## config.mk

```make
export PLATFORM = sky130hd
export DESIGN_NAME = mux_sel_arb
export DESIGN_NICKNAME = d
export VERILOG_FILES = /design/src/rtl/mux_sel_pkg.sv /design/src/rtl/mux_sel_arb_rr_pick.sv /design/src/rtl/mux_sel_arb.sv
export SDC_FILE = /design/constraint.sdc
export NUM_CORES = 1
export LEC_CHECK = 0
export ABC_CLOCK_PERIOD_IN_PS = 2200
export BUFFER_PORTS_ARGS = -buffer_cell sky130_fd_sc_hd__buf_2
export CAP_MARGIN = 15
export CORE_MARGIN = 2
export CORE_UTILIZATION = 40
export DETAILED_ROUTE_END_ITERATION = 10
export GPL_ROUTABILITY_DRIVEN = 0
export PLACE_DENSITY_LB_ADDON = 0.2
export SYNTH_ARGS = -nofsm -noshare
export SYNTH_HDL_FRONTEND = slang
export SYNTH_SLANG_ARGS = --single-unit
```

## constraint.sdc

```tcl
create_clock -name clk -period 2.2 [get_ports clk]
set_clock_uncertainty 0.15 [all_clocks]
set_input_delay 0.11 -clock clk [delete_from_list [all_inputs] [get_ports clk]]
set_output_delay 0.11 -clock clk [all_outputs]
set_load 0.01 [all_outputs]
```

## src/rtl/mux_sel_pkg.sv

```systemverilog
// Shared types and helpers for the 4:1 mux select arbiter.
// Channel index maps straight onto the mux select pins: s0 = index bit1, s1 = index bit0.
package mux_sel_pkg;
  localparam int NCH = 4;

  typedef enum logic {
    IDLE  = 1'b0,
    GRANT = 1'b1
  } state_t;

  // Returns {s0, s1} for a channel index (0/1/2/3 -> a/b/c/d).
  function automatic logic [1:0] idx_to_sel(input logic [1:0] idx);
    return {idx[1], idx[0]};
  endfunction

  function automatic logic [NCH-1:0] idx_to_onehot(input logic [1:0] idx);
    return 4'b0001 << idx;
  endfunction
endpackage

```

## src/rtl/mux_sel_arb_rr_pick.sv

```systemverilog
// Circular priority pick: first requesting channel at or after ptr, order 0->1->2->3->0.
// Purely combinational, zero latency; no flow control of its own.
module rr_pick
  import mux_sel_pkg::*;
(
  input  logic [NCH-1:0] req,
  input  logic [1:0]     ptr,
  output logic [1:0]     idx,
  output logic           any
);

  // Walk from the farthest offset back to ptr so the nearest requester wins.
  always_comb begin
    idx = ptr;
    any = 1'b0;
    for (int k = NCH - 1; k >= 0; k--) begin
      if (req[ptr + 2'(k)]) begin
        idx = ptr + 2'(k);
        any = 1'b1;
      end
    end
  end

endmodule

```

## src/rtl/mux_sel_arb.sv

```systemverilog
// Round-robin 4:1 mux select arbiter; all outputs registered, grant appears 1 cycle after request.
// ready=0 freezes a grant indefinitely; release after BURST handshakes or when the owner drops req.
module mux_sel_arb
  import mux_sel_pkg::*;
#(
  parameter int BURST = 4
)
(
  input  logic           clk,
  input  logic           rst,
  input  logic [NCH-1:0] req,
  input  logic           ready,
  output logic           s0,
  output logic           s1,
  output logic [NCH-1:0] grant,
  output logic           valid
);

  localparam logic [3:0] BURST_C = 4'(BURST);

  state_t     r_state;
  logic [3:0] r_cnt;
  logic [1:0] r_ptr;

  logic [1:0] w_idx;
  logic [1:0] w_cur;
  logic       w_any;
  logic       w_hs;
  logic       w_last;
  logic       w_drop;

  rr_pick u_pick (
    .req (req),
    .ptr (r_ptr),
    .idx (w_idx),
    .any (w_any)
  );

  // The select flops double as the current-owner register.
  assign w_cur  = {s0, s1};
  assign w_hs   = valid && ready;
  assign w_drop = !req[w_cur];
  assign w_last = w_hs && ((r_cnt + 4'd1) == BURST_C);

  always_ff @(posedge clk) begin
    if (rst) begin
      r_state <= IDLE;
      r_cnt   <= 4'd0;
      r_ptr   <= 2'd0;
      valid   <= 1'b0;
      grant   <= '0;
      s0      <= 1'b0;
      s1      <= 1'b0;
    end else begin
      case (r_state)
        IDLE: begin
          if (w_any) begin
            r_state  <= GRANT;
            r_cnt    <= 4'd0;
            valid    <= 1'b1;
            grant    <= idx_to_onehot(w_idx);
            {s0, s1} <= idx_to_sel(w_idx);
          end
        end
        GRANT: begin
          // Owner dropping its request wins over backpressure; selects hold through IDLE.
          if (w_drop || w_last) begin
            r_state <= IDLE;
            r_cnt   <= 4'd0;
            r_ptr   <= w_cur + 2'd1;
            valid   <= 1'b0;
            grant   <= '0;
          end else if (w_hs) begin
            r_cnt <= r_cnt + 4'd1;
          end
        end
        default: r_state <= IDLE;
      endcase
    end
  end

endmodule

```

==> summary.txt <==
Status
  – Outcome: complete, no violations

Logic synthesis
  – Synth unique cells: 38
  – Post-Syn Area per Cell: 9.01 µm²
  – Synth async-reset ratio: 0%
  – Register area share after synthesis: approximately a third
  – Ys flop type: dfxtp_1
  – Top cells by area, synth: dfxtp_1, a21oi_1, o32ai_1, nand3b_1, nor4_2
  – Number of enable flip-flop cells after synthesis: 0
  – Syn nets: 97
  – Post-synth top area cell: dfxtp_1
  – Yosys reg bits: 14
  – Yosys warns: 0
  – Yosys top cell area share: around a third
  – Mapped cell area: 802 µm²
  – Cells after Synth: 89

Power and ir drop
  – Clk pwr share: 30.1%
  – Sw Pwr: about 0.19 mW
  – Leakage: about 0.36 nW
  – Comb power frac: 22.9%
  – Pwr Density: between 600 and 700 nW/µm²
  – VDD IR max: just over 400 µV
  – Pwr Total: 0.624 mW
  – Switching Fraction: 30.1%
  – Power share of the sequential group: a little under half
  – Internal: 0.436 mW

STA
  – Relative slew slack: 58.6%
  – Final Critical Period: 1.94 ns
  – Endpoints failing setup: 0
  – Final Worst Setup Slack: 0.255 ns
  – Final period utilization: between 80% and 90%
  – Worst Max-Slew Pin Slew: 0.616 ns
  – Hold Vio Cnt, Final: 0
  – Max frequency: 514 MHz
  – Fin. max-slew vios: 0
  – RSZ-0062 raised after global routing: false
  – Worst hold slack: just over 0.02 ns
  – Setup TNS: 0 ns

Clocking
  – Clk sinks: 14
  – Worst skew pair latency: 0.28 ns
  – Clock transition at path regs: 0.09 ns
  – Setup repair bufs after CTS: 0
  – Post-CTS Hold Buffers: 0
  – CTS tree: built
  – Clock root buffer: clkbuf_4
  – Post-CTS sizing: 0
  – CTS buffer count: 3
  – H-Tree Depth: 1
  – Max Root-Sink Buffers: 2

Detailed routing
  – Drt drc: 0
  – Routed length per instance: 12.4 µm
  – DRT Wirelength: 1620 µm
  – Iter 0 DRT Violations: 19
  – Vias: between 700 and 800
  – Via density: about 5.5
  – First-pass detailed-route iteration total: 4
  – DRT antenna net count: 0

Hold path
  – Hold depth: 2
  – Hold path startpoint: rst
  – Hold WC Path Type: in2reg
  – Hold Path End: r_state$_SDFF_PP0_

GRT
  – Initial antenna violation count: 0
  – First-pass GRT wire length: 2870 µm
  – Gr usage total: ~16%
  – Largest net degree at the start of global routing: 18
  – Vias in the first global route: 635
  – Global route overflow: 0

Worst setup path
  – Kind of critical path: reg2reg
  – CP required: 2.21 ns
  – CP startpoint kind: flip-flop
  – WP data arrival: 1.95 ns
  – Origin of the critical flop-to-flop path: r_cnt[0]$_SDFFE_PP0P_
  – CP Max Fanout: 8
  – R2r setup slk: 0.26 ns
  – Crit path capture type: flip-flop
  – Reg2reg end: r_ptr[1]$_SDFFE_PP0P_
  – R2R depth: 5

Finish
  – Design area: a little over 900 µm²
  – Area Overhead vs Synth: 15.3%
  – Layout Utilization: just under 50%
  – Share of cells above drive strength 1: 27.2%
  – Antenna cell count: 0
  – Most frequent cells in the layout: dfxtp_1, buf_2, a21oi_1, nor2_1
  – Fin cells: 130
  – Fill cells: 203
  – Commonest non-fill, non-tap cell in the layout: dfxtp_1
  – Nets: about 110

Floorplan
  – Core footprint: 1920 µm²
  – I/O pin total: 14
  – Die Wd: 48.8 µm
  – Num rows: 16
  – Die Span Y: 48.8 µm
  – Die area: 2380 µm²
  – Starting density of the core: 41.7%

Placed design
  – Place WS: between 0.2 and 0.3 ns
  – Dpl cells: ~130
  – IO buf count: 13
  – Dpl cell area: 888 µm²
  – Detailed placement HPWL: 1240 µm

Run
  – Max Cap Viol: 0
power by group through the flow:
| stage | clock network [mW] | logic, mW | registers (mW) |
|---|---|---|---|
| finish | 0.187 | 0.143 | 0.294 |
| floorplan | 0 | 0.103 | 0.298 |
| global placement | 0 | 0.144 | 0.299 |
| global route | 0.207 | 0.160 | 0.298 |
| detailed placement | 0 | 0.144 | 0.299 |
| CTS | 0.192 | 0.144 | 0.294 |
metal layers:
| metal | part of all wire (%) | vias up | track usage, % |
|---|---|---|---|
| met2 | 48 | 14 | 25.6 |
| met5 | 0 | - | 0 |
| met1 | 47 | 331 | 20.4 |
| li1 | - | 367 | - |
| met3 | 4.0 | 4 | 3.68 |
| met4 | 1.3 | 0 | 4.29 |
worst max-delay path, stage by stage (launching register included):
cell and delay, ns:
dfxtp_1 0.38, ha_1 0.20, or3b_2 0.48, o21a_1 0.21
nor2_2 0.28, a211oi_1 0.12
synth_stat cells (2+ instances only):
cell type,count
a21oi_1,7
clkbuf_1,2
nor4_2,2
a211oi_1,2
o21a_1,2
or3_1,2
nand3_1,3
dfxtp_1,14
o21ai_0,3
xnor2_1,2
nand2b_1,3
or2_2,3
inv_1,4
nand3b_1,4
nor3_1,3
o32ai_1,4
nand2_1,3
nor2_1,6
kinds of logic (layout without fill, tap and decap cells):
family                   after synthesis  count (layout)  synth area share, %
buffers and inverters                  7              21                 3.43
AND/OR/NAND/NOR                       35              35                 26.7
XOR/XNOR                               2               2                 2.18
adder cells (fa/ha/maj)                1               1                 1.56
AO/OA/AOI/OAI                         29              29                 28.4
flip-flops                            14              14                 34.9
multiplexers                           1               1                 2.81
registers in the layout, summed over array words and instances, names as in the netlist:
name,cells
grant,4
r_cnt,4
r_ptr,2
r_state,1
s0,1
s1,1
valid,1
layout make-up:
class / instances / area, µm² / share of cell area, %
Multi-Input combinational cell: 68 / 494 / 53.5
Tap cell: 27 / 33.8 / 3.65
Sequential cell: 14 / 280 / 30.3
Inverter: 4 / 15.0 / 1.62
Clock buffer: 4 / 36.3 / 3.92
Timing Repair Buffer: 13 / 65.1 / 7.04
worst max path at each step:
stage | start | endpoint | slack, ns | cells after the start
finish | r_cnt[0]$_SDFFE_PP0P_ | r_ptr[1]$_SDFFE_PP0P_ | 0.26 | 5
global route | r_cnt[1]$_SDFFE_PP0P_ | grant[3]$_SDFFE_PP0P_ | 0.11 | 5
CTS | r_cnt[0]$_SDFFE_PP0P_ | r_ptr[1]$_SDFFE_PP0P_ | 0.25 | 5
detailed placement | r_cnt[0]$_SDFFE_PP0P_ | grant[1]$_SDFFE_PP0P_ | 0.27 | 5
global placement | r_cnt[0]$_SDFFE_PP0P_ | grant[0]$_SDFFE_PP0P_ | 0.31 | 5
floorplan | r_cnt[0]$_SDFFE_PP0P_ | r_ptr[0]$_SDFFE_PP0P_ | 0.38 | 5
No activity file was read; power rests on OpenSTA's default activity.
